==> src/rtl/quadrature_gen_mmio.sv <==
// Bus-programmable quadrature generator: emits a burst of Gray-coded edges on enc_a/enc_b
// with a programmable period, direction and edge count, tracking the net signed position.
module quadrature_gen_mmio #(
  parameter int          PERIOD_W       = 16,
  parameter int unsigned DEFAULT_PERIOD = 4
) (
  input  logic        clk,
  input  logic        reset,
  input  logic [31:0] bus_addr,
  input  logic        bus_we,
  input  logic        bus_re,
  input  logic [31:0] bus_wdata,
  output logic [31:0] bus_rdata,
  output logic        enc_a,
  output logic        enc_b
);

  localparam logic [4:0] ADDR_CTRL   = 5'h00;
  localparam logic [4:0] ADDR_PERIOD = 5'h04;
  localparam logic [4:0] ADDR_STEPS  = 5'h08;
  localparam logic [4:0] ADDR_STATUS = 5'h0C;
  localparam logic [4:0] ADDR_POS    = 5'h10;

  typedef enum logic {ST_IDLE, ST_RUN} state_t;

  state_t                state_q, state_d;
  logic                  enable_q, enable_d;
  logic                  dir_q, dir_d;
  logic [PERIOD_W-1:0]   period_q, period_d;
  logic [PERIOD_W-1:0]   cnt_q, cnt_d;
  logic [31:0]           remaining_q, remaining_d;
  logic                  done_q, done_d;
  logic                  err_q, err_d;
  logic [31:0]           pos_q, pos_d;
  logic                  enc_a_q, enc_a_d;
  logic                  enc_b_q, enc_b_d;
  logic [31:0]           rdata_q, rdata_d;

  logic [4:0]            addr;
  logic                  wr_ctrl, wr_period, wr_steps;
  logic                  clr_pos, stop_req, start, err_set, fire, last_edge;
  logic [PERIOD_W-1:0]   period_eff;
  logic                  unused_addr_bits;

  assign addr             = bus_addr[4:0];
  assign unused_addr_bits = ^bus_addr[31:5];

  assign wr_ctrl    = bus_we && (addr == ADDR_CTRL);
  assign wr_period  = bus_we && (addr == ADDR_PERIOD);
  assign wr_steps   = bus_we && (addr == ADDR_STEPS);
  assign clr_pos    = wr_ctrl && bus_wdata[2];
  assign stop_req   = (state_q == ST_RUN) && wr_ctrl && (bus_wdata[3] || !bus_wdata[0]);
  assign start      = wr_steps && (bus_wdata != 32'd0) && enable_q && (state_q == ST_IDLE);
  assign err_set    = wr_steps && (bus_wdata != 32'd0) && (!enable_q || (state_q == ST_RUN));
  assign period_eff = (period_q == '0) ? PERIOD_W'(1) : period_q;
  // >= rather than == so a PERIOD shrunk mid-run below the live count fires at once
  assign fire       = (state_q == ST_RUN) && !stop_req && (cnt_q >= period_eff - PERIOD_W'(1));
  assign last_edge  = fire && (remaining_q == 32'd1);

  always_comb begin
    state_d = state_q;
    case (state_q)
      ST_IDLE: if (start) state_d = ST_RUN;
      ST_RUN:  if (stop_req || last_edge) state_d = ST_IDLE;
      default: state_d = ST_IDLE;
    endcase
  end

  always_comb begin
    enable_d    = enable_q;
    dir_d       = dir_q;
    period_d    = period_q;
    cnt_d       = cnt_q;
    remaining_d = remaining_q;
    done_d      = done_q;
    err_d       = err_q;
    pos_d       = pos_q;
    enc_a_d     = enc_a_q;
    enc_b_d     = enc_b_q;
    rdata_d     = rdata_q;

    if (wr_ctrl) begin
      enable_d = bus_wdata[0];
      dir_d    = bus_wdata[1];
    end
    if (wr_period) period_d = bus_wdata[PERIOD_W-1:0];
    if (err_set) err_d = 1'b1;

    if (start) begin
      remaining_d = bus_wdata;
      cnt_d       = '0;
      done_d      = 1'b0;
    end else if (stop_req) begin
      remaining_d = 32'd0;
    end else if (fire) begin
      cnt_d       = '0;
      remaining_d = remaining_q - 32'd1;
      if (last_edge) done_d = 1'b1;
      // fwd: equal levels toggle B, unequal toggle A; rev is the mirror
      if ((enc_a_q == enc_b_q) == dir_q) enc_b_d = !enc_b_q;
      else                               enc_a_d = !enc_a_q;
      pos_d = dir_q ? pos_q + 32'd1 : pos_q - 32'd1;
    end else if (state_q == ST_RUN) begin
      cnt_d = cnt_q + PERIOD_W'(1);
    end

    if (clr_pos) pos_d = 32'd0;

    if (bus_re) begin
      case (addr)
        ADDR_CTRL:   rdata_d = {30'd0, dir_q, enable_q};
        ADDR_PERIOD: rdata_d = 32'(period_q);
        ADDR_STEPS:  rdata_d = remaining_q;
        ADDR_STATUS: rdata_d = {28'd0, dir_q, err_q, done_q, (state_q == ST_RUN)};
        ADDR_POS:    rdata_d = pos_q;
        default:     rdata_d = 32'd0;
      endcase
    end
  end

  always_ff @(posedge clk) begin
    if (reset) begin
      state_q     <= ST_IDLE;
      enable_q    <= 1'b0;
      dir_q       <= 1'b0;
      period_q    <= PERIOD_W'(DEFAULT_PERIOD);
      cnt_q       <= '0;
      remaining_q <= 32'd0;
      done_q      <= 1'b0;
      err_q       <= 1'b0;
      pos_q       <= 32'd0;
      enc_a_q     <= 1'b0;
      enc_b_q     <= 1'b0;
      rdata_q     <= 32'd0;
    end else begin
      state_q     <= state_d;
      enable_q    <= enable_d;
      dir_q       <= dir_d;
      period_q    <= period_d;
      cnt_q       <= cnt_d;
      remaining_q <= remaining_d;
      done_q      <= done_d;
      err_q       <= err_d;
      pos_q       <= pos_d;
      enc_a_q     <= enc_a_d;
      enc_b_q     <= enc_b_d;
      rdata_q     <= rdata_d;
    end
  end

  assign bus_rdata = rdata_q;
  assign enc_a     = enc_a_q;
  assign enc_b     = enc_b_q;

endmodule

==> config.mk <==
export PLATFORM = sky130hd
export DESIGN_NAME = quadrature_gen_mmio
export DESIGN_NICKNAME = d
export VERILOG_FILES = /design/src/rtl/quadrature_gen_mmio.sv
export SDC_FILE = /design/constraint.sdc
export NUM_CORES = 1
export LEC_CHECK = 0
export ABC_AREA = 1
export BUFFER_PORTS_ARGS = -buffer_cell sky130_fd_sc_hd__buf_2
export CAP_MARGIN = 15
export CORE_MARGIN = 1.5
export CORE_UTILIZATION = 45
export DETAILED_ROUTE_END_ITERATION = 10
export SYNTH_ARGS = -nofsm -noshare
export SYNTH_HDL_FRONTEND = slang
export SYNTH_SLANG_ARGS = --single-unit
export TNS_END_PERCENT = 10
==> constraint.sdc <==
create_clock -name clk -period 5 [get_ports clk]
set_clock_uncertainty 0.1 [all_clocks]
set_input_delay 0.75 -clock clk [delete_from_list [all_inputs] [get_ports clk]]
set_output_delay 0.75 -clock clk [all_outputs]
set_load 0.05 [all_outputs]
==> impl_metrics.csv, run 1 <==
group,metric,value,unit
placed_design,gp_congestion,0.9540,
synthesis,async_reset_ff_share,0,%
timing,worst_pin_slew,1044,ps
worst_hold_path,hold_start,"bus_rdata[11]",
synthesis,yosys.area_share.adder,6.508,%
cts,cts_tree,"yes",
timing,max_freq,238.0,MHz
worst_hold_path,hold_path_class,"reg -> reg",
synthesis,synthSimpleGateAreaFrac,40.42,%
worst_setup_path,crit_required,5260,ps
worst_setup_path,crit_cells,24,
global_route,grt_overflow,0,
pwr,power_frac_seq,42.5,%
synthesis,yosys_warnings,0,
global_route,grt_pass1_wl,49480,um
cts,htreeDepth,4,
pwr,p_sw_share,24.03,%
synthesis,synthDistinctLibCells,43,
worst_setup_path,critPathMaxStageDelay,480,ps
synthesis,avgSynthCellArea,5.944,um^2
timing,grt_setup_unrepaired,"false",
cts,cts_buffers,17,
cts,cts.sinks,135,
global_route,antenna_found_initial,0,
cts,cts_hold_buffers,0,
pwr,ir_drop,0.0001930,V
worst_setup_path,cp-endpoint,"cnt_q[15]",
worst_setup_path,worst_setup_path_start_kind,"flop",
routing,wl_per_cell,15.53,um
timing,setup_viol_count_final,0,
finish,finalNonFillerCells,2012,
placed_design,placed_cells,1981,
die,fp.dieW,151.5,um
worst_setup_path,cp_top_family,"simple AND/OR/NAND/NOR gates",
finish,postLayoutCoreUtil,51.03,%
die,num_rows,54,
synthesis,seq_area_frac_synth,27.24,%
worst_setup_path,crit_top_cell,"nor2_1",
synthesis,synth_top_family_by_area,"simple AND/OR/NAND/NOR gates",
worst_setup_path,worstPathMaxFanout,40,
timing,finalMaxSlewViolations,0,
flow_run,maxCapViolCount,0,
synthesis,synth_top_cell_by_area,"dfxtp_1",
synthesis,synth_xor_area_share,4.414,%
worst_setup_path,crit_type,"reg -> reg",
die,dieArea,0.02295,mm^2
pwr,power.total,2.543,mW
synthesis,synth_compound_area_share,11.88,%
worst_setup_path,r2r_start,"period_q[8]",
routing,drtIter0Drc,767,
pwr,p_int,1.931,mW
timing,fin_crit,4202,ps
pwr,clkPwrFrac,51.7,%
worst_setup_path,reg2regPathDepth,24,
routing,dr_total_vias,10490,
cts,cts-root-buf,"clkbuf_16",
synthesis,syn_nets,1788,
finish,nFillCells,2360,
worst_setup_path,r2r_end,"cnt_q[15]",
timing,tns,0,ps
synthesis,netlist_top_cells_area,"dfxtp_1 27%, nand2_1 20%, nor2_1 11%",
worst_setup_path,crit_chain,"nor2_1 > nand3_1 > nand3b_1 > nor2_1 > nor2_1 > ha_1 > nand2_1 > nor2_1 > and3_1 > nand3_1 > nor2_1 > xor2_1 > inv_1 > ha_1 > nand2_1 > o21ai_0 > a21oi_1 > nand3_1 > nand2_4 > inv_2 > buf_12 > nor2_2 > nand2_1 > nor2_1",
timing,hold_viol_final,0,
pwr,power_frac_comb,5.8,%
die,pin_count,102,
routing,drt.antenna.violating_nets,0,
die,initial_core_util,45.60,%
global_route,grt_start_max_net_pins,44,
cts,max-clock-path-buffers,2,
synthesis,muxShareOfSynthArea,0,%
pwr,leakagePower,5.585,nW
worst_setup_path,slowest_stage,"dfxtp_1",
timing,timing.final.crit_share,84.04,%
timing,hold_ws,361.1,ps
synthesis,netlist.area_leader.share,27.24,%
worst_setup_path,rrSetupSlack,800,ps
synthesis,synth_edf_count,0,
pwr,power_density,229.0,mW/mm^2
finish,drive_above_1_share,7.910,%
timing,slew-limit-headroom,30.32,%
routing,dr.pass1.iters,6,
synthesis,synth_area,0.009921,mm^2
synthesis,ys_ff_latch,135,
finish,antenna_cells,0,
global_route,grtUsageTotal,28.01,%
cts,path_clk_slew,60,ps
cts,cts_setup_buffers,0,
worst_setup_path,cp.arrival,4460,ps
finish,syn_to_final_growth,11.91,%
cts,cts_resized,0,
routing,drc,0,
routing,wl,31250,um
run_status,status,"finished clean",
synthesis,synth-main-ff-cell,"dfxtp_1",
worst_setup_path,path_buf_inv,3,
routing,vias_per_cell,5.215,
die,dieHeight,151.5,um
placed_design,hpwl,23690,um
placed_design,port_buffers,74,
synthesis,netlist_instances,1669,
die,core,0.02176,mm^2
global_route,grt_pass1_vias,9531,
pwr,p_sw,0.6111,mW
worst_setup_path,worstSetupEndpointType,"flop",
finish,nets,1839,
worst_setup_path,critPathLaunch,"period_q[8]",
cts,insertion_delay,420,ps
[cells in the final DEF, fill, tap and decap left out, types with 2 or more instances in the layout]
cell        count
nand2_4         3
nand3_2         3
nand3b_1        5
nor3_1         15
buf_2          74
inv_1         178
nand2_1       518
clkbuf_16      17
xor2_1         45
nor2_1        292
o21bai_1        8
bufinv_16       3
nor2_2          3
nand3_1       105
buf_12          2
nand4_1        27
o22ai_1        10
inv_2           5
buf_4           9
a21oi_1        99
o211ai_1        5
xnor2_1         5
clkbuf_8        2
o21a_1          2
o21ai_1         7
inv_6           2
clkinv_2        2
o21ai_0        70
nor2_4          2
dfxtp_1       135
clkinvlp_4      4
o221ai_1        7
o31ai_1         2
ha_1           50
[worst reg2reg max path, stage by stage (launching register included)]
cell	delay, ps
dfxtp_1	480
nor2_1	110
nand3_1	90
nand3b_1	140
nor2_1	70
nor2_1	130
ha_1	200
nand2_1	90
nor2_1	240
and3_1	260
nand3_1	100
nor2_1	130
xor2_1	150
inv_1	60
ha_1	260
nand2_1	100
o21ai_0	110
a21oi_1	150
nand3_1	200
nand2_4	280
inv_2	90
buf_12	180
nor2_2	230
nand2_1	100
nor2_1	100
[metal layers]
| metal | vias to the layer above | global-route usage [%] | part of all wire (%) |
|---|---|---|---|
| met3 | 23 | 4.401 | 4.9 |
| met4 | 0 | 6.311 | 1.2 |
| met1 | 4813 | 39.30 | 48 |
| met2 | 233 | 45.00 | 46 |
| met5 | - | 0 | 0 |
| li1 | 5423 | - | - |
[registers in the layout, summed over array words and instances (netlist names)]
| register | count |
|---|---|
| state_q | 1 |
| err_q | 1 |
| pos_q | 32 |
| enable_q | 1 |
| bus_rdata | 32 |
| dir_q | 1 |
| cnt_q | 16 |
| enc_b | 1 |
| done_q | 1 |
| period_q | 16 |
| remaining_q | 32 |
| enc_a | 1 |
[synthesized netlist by cell type, drive strengths merged (2+ instances only)]
library cell / number
xnor2: 5
dfxtp: 135
nor3: 15
nand2: 522
clkbuf: 24
nor2: 297
inv: 183
nand3b: 6
o21a: 2
nand4: 27
o211ai: 5
ha: 50
buf: 29
a21oi: 101
o21ai: 77
nand3: 108
o21bai: 8
o22ai: 10
o31ai: 2
xor2: 45
o221ai: 7
[cell type report]
class                           instances  area [um^2]  share of cell area (%)
Timing Repair Buffer                   85        478.0                   4.305
Sequential cell                       135         2703                   24.34
Multi-Input combinational cell       1297         6276                   56.53
Tap cell                              280        350.3                   3.156
Clock buffer                           20        456.7                   4.114
Inverter                              184        690.7                   6.221
Clock inverter                         11        147.6                   1.330
[power by group through the flow]
stage	clock, mW	sequential (mW)	combinational, mW
final	1.31	1.08	0.147
after global routing	1.38	1.08	0.167
after CTS	1.33	1.08	0.147
after detailed placement	0	1.10	0.146
after global placement	0	1.10	0.145
after floorplan	0	1.10	0.0939
[through the flow]
step | setup WS, ps | area (um^2)
detailed placement | 904.8 | 10500
global placement | 991.1 | 10500
finish | 797.8 | 11100
global route | 543.7 | 11100
CTS | 854.7 | 11100
floorplan | 1549 | 9921
[worst min path at each step]
stage	to	slack, ps	depth (start not counted)
floorplan	done_q	330	2
global placement	done_q	340	2
detailed placement	bus_rdata[3]	350	2
CTS	bus_rdata[3]	360	2
global route	bus_rdata[29]	380	2
finish	bus_rdata[11]	360	2
[logic make-up after synthesis]
kind of cell             after synthesis
adder cells (fa/ha/maj)               51
buffers and inverters                237
AO/OA/AOI/OAI                        215
flip-flops                           135
XOR/XNOR                              50
AND/OR/NAND/NOR                      981
No activity file was read; power rests on OpenSTA's default activity.
==> run 2: changes to the inputs <==
--- a/config.mk
+++ b/config.mk
@@ -11,6 +11,7 @@
 export CORE_MARGIN = 1.5
 export CORE_UTILIZATION = 45
 export DETAILED_ROUTE_END_ITERATION = 10
+export PLACE_DENSITY = 0.66
 export SYNTH_ARGS = -nofsm -noshare
 export SYNTH_HDL_FRONTEND = slang
 export SYNTH_SLANG_ARGS = --single-unit
==> constraint.sdc (replaced) <==
create_clock -name clk -period 3.65 [get_ports clk]
set_clock_uncertainty 0.1 [all_clocks]
set_input_delay 0.5475 -clock clk [delete_from_list [all_inputs] [get_ports clk]]
set_output_delay 0.5475 -clock clk [all_outputs]
set_load 0.05 [all_outputs]
==> run 2 against run 1 <==
Final cell count increased by 2.1%. Critical path depth stayed put. Count of clock-buffer cells in the layout stayed put. Combinational power up 47%. Power is 42% higher. First-iteration DRC count rose by 10%. Non-clock buffer count grew 41. Flip-flop and latch count unchanged. Global-route usage fell by 0.23 points. Setup slack worse by 650 ps.
==> impl_metrics.csv, run 2 (same netlist as run 1, synthesis figures left out) <==
group,metric,value,unit
die,dieArea,0.02295,mm^2
global_route,grtUsageTotal,27.78,%
cts,cts.sinks,135,
worst_setup_path,r2r_start,"period_q[12]",
timing,setup_viol_count_final,0,
die,initial_core_util,45.60,%
routing,dr_total_vias,10850,
finish,register_area,0.002709,mm^2
routing,drt.antenna.violating_nets,0,
routing,drc,0,
worst_hold_path,hold_start,"bus_wdata[14]",
finish,post-route-cell-area,0.01166,mm^2
die,dieHeight,151.5,um
worst_setup_path,worstPathMaxFanout,21,
finish,nets,1881,
cts,cts_tree,"yes",
global_route,grt_overflow,0,
placed_design,place_ws,-271.0,ps
die,core,0.02176,mm^2
flow_run,maxCapViolCount,0,
pwr,leakagePower,5.856,nW
routing,wl_per_cell,15.44,um
cts,cts-root-buf,"clkbuf_16",
finish,multiInputGateArea,0.006410,mm^2
worst_setup_path,worst_setup_path_start_kind,"flop",
global_route,antenna_found_initial,0,
cts,path_clk_slew,60,ps
die,fp.dieW,151.5,um
pwr,power_density,308.4,mW/mm^2
timing,slew-limit-headroom,33.96,%
worst_setup_path,rrSetupSlack,140,ps
die,pin_count,102,
routing,vias_per_cell,5.283,
global_route,grt_pass1_wl,49550,um
timing,grt_setup_unrepaired,"true",
placed_design,gp_congestion,0.9318,
finish,antenna_cells,0,
finish,nFillCells,2250,
global_route,grt_start_max_net_pins,56,
cts,cts_buffers,17,
timing,timing.final.crit_share,96.07,%
worst_setup_path,critPathLaunch,"period_q[12]",
timing,tns,0,ps
worst_hold_path,hold_path_class,"in -> reg",
cts,cts_hold_buffers,0,
finish,layout_commonest_cell,"nand2_1",
worst_setup_path,crit_type,"reg -> reg",
placed_design,hpwl,23630,um
placed_design,port_buffers,74,
worst_setup_path,crit_required,3920,ps
timing,fin_crit,3506,ps
run_status,status,"finished clean",
timing,finalMaxSlewViolations,0,
placed_design,place_area,0.01074,mm^2
timing,worst_slack,143.5,ps
timing,max_freq,285.2,MHz
finish,layout_common_cells,"516 x nand2_1, 286 x nor2_1, 178 x inv_1",
cts,max-clock-path-buffers,2,
global_route,grt_pass1_vias,9857,
placed_design,placed_cells,2012,
die,num_rows,54,
routing,drtIter0Drc,845,
cts,htreeDepth,4,
worst_setup_path,cp.arrival,3770,ps
routing,wl,31710,um
finish,syn_to_final_growth,17.58,%
cts,insertion_delay,430,ps
finish,finalNonFillerCells,2054,
routing,dr.pass1.iters,6,
finish,drive_above_1_share,11.56,%
worst_setup_path,worstSetupEndpointType,"flop",
pwr,power.total,3.598,mW
pwr,ir_drop,0.0002426,V
timing,worst_pin_slew,989.5,ps
timing,hold_viol_final,0,
[run 2: changes by cell type in the layout (fill, tap and decap cells not counted), moves of 3 or more]
cell,delta
buf_4,+34
nor2_1,-6
dfxtp_1,-5
dfxtp_2,+5
nand3_1,-4
nor2_2,+4
a21oi_1,-3
a21oi_2,+3
nand3_2,+3
o21ai_0,-3
[run 2: worst max-delay path, cell delays in order, from the launching register on]
cell	delay [ps]
dfxtp_1	330
nor2_1	60
nand3_1	70
nand3b_1	150
nor2_2	60
nor2_2	130
ha_2	210
nand2_2	80
nor2_4	130
and3_4	210
nand3_2	70
nor2_2	130
xor2_1	170
inv_1	100
ha_4	280
nand2_4	60
nor3_4	190
nand3_1	100
nand3_2	110
buf_6	130
nand2_8	90
clkbuf_16	230
nand3_1	80
nand2_1	60
nor2_1	120
[run 2: final cells by class]
type                            instances  area share [%]
Multi-Input combinational cell       1298           54.95
Sequential cell                       135           23.22
Timing Repair Buffer                  126           7.380
Inverter                              184           5.985
Clock buffer                           20           4.001
Tap cell                              280           3.003
Clock inverter                         11           1.459
[run 2: timing repair]
item	in CTS	in global routing
pin swaps	3	17
setup endpoints to repair	82	84
setup buffers	2	7
gates cloned	1	2
resized for setup	7	35
[run 2: where the power goes]
group / switching (mW) / internal, mW / total (mW)
clock: 0.707 / 1.20 / 1.90
combinational: 0.148 / 0.0685 / 0.216
sequential: 0.00174 / 1.48 / 1.48
total: 0.857 / 2.74 / 3.60
[run 2: worst paths after layout]
kind,cells after the start,end
hold reg to reg,2,bus_rdata[8]
setup reg to reg,24,remaining_q[21]
setup / recovery,24,remaining_q[21]
hold / removal,3,period_q[14]
[run 2: per-stage QoR]
stage,utilization [%],hold slack [ps]
5_1_grt,53.62,313.0
3_5_place_dp,49.38,352.9
4_1_cts,52.63,298.1
2_1_floorplan,-,330.2
3_3_place_gp,49.38,350.3
6_report,53.62,303.4
[run 2: layer usage]
metal	GRT usage, %	share of wire, %	up-vias
met5	0	0	-
met4	8.155	1.6	0
li1	-	-	5512
met2	46.27	47	321
met1	37.32	45	4979
met3	3.713	6.3	39
==> run 3: changes to the inputs <==
--- a/config.mk
+++ b/config.mk
@@ -11,6 +11,7 @@
 export CORE_MARGIN = 1.5
 export CORE_UTILIZATION = 45
 export DETAILED_ROUTE_END_ITERATION = 10
+export GPL_ROUTABILITY_DRIVEN = 1
 export PLACE_DENSITY = 0.66
 export SYNTH_ARGS = -nofsm -noshare
 export SYNTH_HDL_FRONTEND = slang
==> constraint.sdc (replaced) <==
create_clock -name clk -period 3.65 [get_ports clk]
set_clock_uncertainty 0.1 [all_clocks]
set_input_delay 0.1825 -clock clk [delete_from_list [all_inputs] [get_ports clk]]
set_output_delay 0.1825 -clock clk [all_outputs]
set_load 0.05 [all_outputs]
==> run 3 against run 2 <==
Flip-flop and latch count unchanged. Power down 4.2%. First-iteration DRC count is 21% higher. Combinational power is 6% higher. Setup slack better by 27 ps. Critical path depth up 1. Non-clock buffer count up 12. Register-to-register slack gained 30 ps. Worst hold slack worse by 300 ps. Critical endpoint is now remaining_q[17]. Largest cell class unchanged. Largest power group unchanged.
==> impl_metrics.csv, run 3 (same netlist as run 1, synthesis figures left out) <==
group,metric,value,unit
finish,antenna_cells,0,
pwr,p_sw,0.8501,mW
die,fp.dieW,151.5,um
global_route,grt_pass1_wl,51080,um
global_route,grt_start_max_net_pins,42,
die,dieArea,0.02295,mm^2
timing,timing.final.crit_share,95.33,%
timing,setup_viol_count_final,0,
finish,syn_to_final_growth,17.71,%
timing,worst_slack,170.6,ps
timing,max_freq,287.4,MHz
pwr,leakagePower,5.866,nW
worst_setup_path,worstPathMaxFanout,19,
finish,multiInputGateArea,0.006379,mm^2
global_route,grtUsageTotal,28.60,%
die,core,0.02176,mm^2
timing,tns,0,ps
cts,cts_tree,"yes",
finish,nets,1893,
worst_setup_path,crit_required,3910,ps
timing,slew-limit-headroom,30.64,%
routing,drt.antenna.violating_nets,0,
cts,cts-root-buf,"clkbuf_16",
finish,postLayoutCoreUtil,53.67,%
die,pin_count,102,
pwr,ir_drop,0.0002629,V
timing,worst_pin_slew,1039,ps
finish,layout_common_cells,"516 x nand2_1, 288 x nor2_1, 178 x inv_1",
routing,dr.pass1.iters,7,
worst_setup_path,cp.arrival,3740,ps
pwr,clkPwrFrac,50.5,%
pwr,power_frac_comb,6.6,%
timing,hold_ws,4.607,ps
pwr,power_density,295.1,mW/mm^2
routing,drtIter0Drc,1025,
finish,nFillCells,2248,
routing,wl,32310,um
placed_design,port_buffers,74,
cts,cts.sinks,135,
routing,drc,0,
worst_setup_path,worst_setup_path_start_kind,"flop",
pwr,p_sw_share,24.67,%
finish,layout_commonest_cell,"nand2_1",
finish,drive_above_1_share,11.25,%
cts,cts_buffers,17,
routing,wl_per_cell,15.63,um
worst_setup_path,r2r_start,"period_q[8]",
cts,max-clock-path-buffers,2,
routing,vias_per_cell,5.260,
die,initial_core_util,45.60,%
placed_design,hpwl,24130,um
worst_hold_path,min_path_cells,3,
timing,fin_crit,3479,ps
global_route,antenna_found_initial,0,
timing,hold_viol_final,0,
pwr,power_frac_seq,42.9,%
die,dieHeight,151.5,um
finish,register_area,0.002710,mm^2
worst_setup_path,crit_type,"reg -> reg",
routing,dr_total_vias,10870,
worst_hold_path,hold_start,"bus_wdata[15]",
worst_setup_path,rrSetupSlack,170,ps
die,num_rows,54,
global_route,grt_overflow,0,
placed_design,place_ws,-129.5,ps
cts,insertion_delay,430,ps
run_status,status,"finished clean",
pwr,p_int,2.596,mW
worst_setup_path,worstSetupEndpointType,"flop",
placed_design,gp_congestion,0.9798,
worst_setup_path,reg2regPathDepth,25,
global_route,grt_pass1_vias,10010,
worst_setup_path,r2r_end,"remaining_q[17]",
cts,path_clk_slew,60,ps
worst_hold_path,whs_endpoint,"period_q[15]",
pwr,power.total,3.446,mW
worst_hold_path,hold_path_class,"in -> reg",
cts,htreeDepth,4,
flow_run,maxCapViolCount,0,
timing,finalMaxSlewViolations,0,
==> run 3: timing repair <==
| action | 4_1_cts | 5_1_grt |
|---|---|---|
| resized for setup | 3 | 27 |
| hold buffers | 10 | 0 |
| pin swaps | 2 | 16 |
| cloned | 1 | 1 |
| setup buffers | 2 | 7 |
| setup endpoints to repair | 56 | 84 |
| endpoints found under the hold margin | 11 | 0 |
==> run 3: worst max-delay path by stage <==
stage / startpoint / end / slack [ps] / cells after the start
floorplan: period_q[8] / pos_q[18] / 200 / 24
global placement: period_q[7] / remaining_q[25] / -20 / 22
detailed placement: period_q[8] / remaining_q[11] / -130 / 21
CTS: period_q[8] / remaining_q[0] / 50 / 22
global route: period_q[8] / remaining_q[16] / -30 / 25
finish: period_q[8] / remaining_q[17] / 170 / 25
==> run 3: critical path, stage by stage (launching register included) <==
cell and delay (ps):
dfxtp_1 330, nor2_1 60, nand3_1 80, nand3b_1 150, nor2_2 60, nor2_2 140
ha_2 230, nand2_4 70, nor2_4 100, and3_4 200, nand3_2 80, nor2_2 120
xor2_1 140, inv_1 60, ha_1 280, nand2_2 80, nor3_4 130, nand3_1 100
nand3_2 120, buf_6 140, nand2_8 70, buf_12 150, clkbuf_16 180, nand3_1 80
nand2_1 60, nor2_1 110
==> run 3: through the flow <==
stage	std cells	area, um^2
6_report	2067	11680
5_1_grt	2067	11680
4_1_cts	2059	11470
3_5_place_dp	2014	10750
3_3_place_gp	2014	10750
2_1_floorplan	1669	9921
==> run 3: layout make-up <==
| cell class | instances | area share (%) |
|---|---|---|
| Tap cell | 280 | 3.000 |
| Sequential cell | 135 | 23.21 |
| Clock inverter | 11 | 1.071 |
| Timing Repair Buffer | 138 | 8.218 |
| Clock buffer | 21 | 3.943 |
| Multi-Input combinational cell | 1298 | 54.62 |
| Inverter | 184 | 5.936 |
==> run 3: per-layer routing <==
layer / GRT usage, % / wire [um] / vias to the layer above
met1: 38.90 / 14380 / 4907
met2: 47.45 / 15020 / 388
li1: - / - / 5527
met3: 4.371 / 2314 / 51
met4: 6.650 / 586 / 0
met5: 0 / 0 / -
==> run 3: power by group through the flow <==
stage                     Combinational [mW]  Sequential [mW]  Clock (mW)
after floorplan                        0.129             1.51           0
after global placement                 0.208             1.51           0
after detailed placement               0.209             1.51           0
after CTS                              0.219             1.48        1.74
after global routing                   0.254             1.48        1.81
final                                  0.228             1.48        1.74
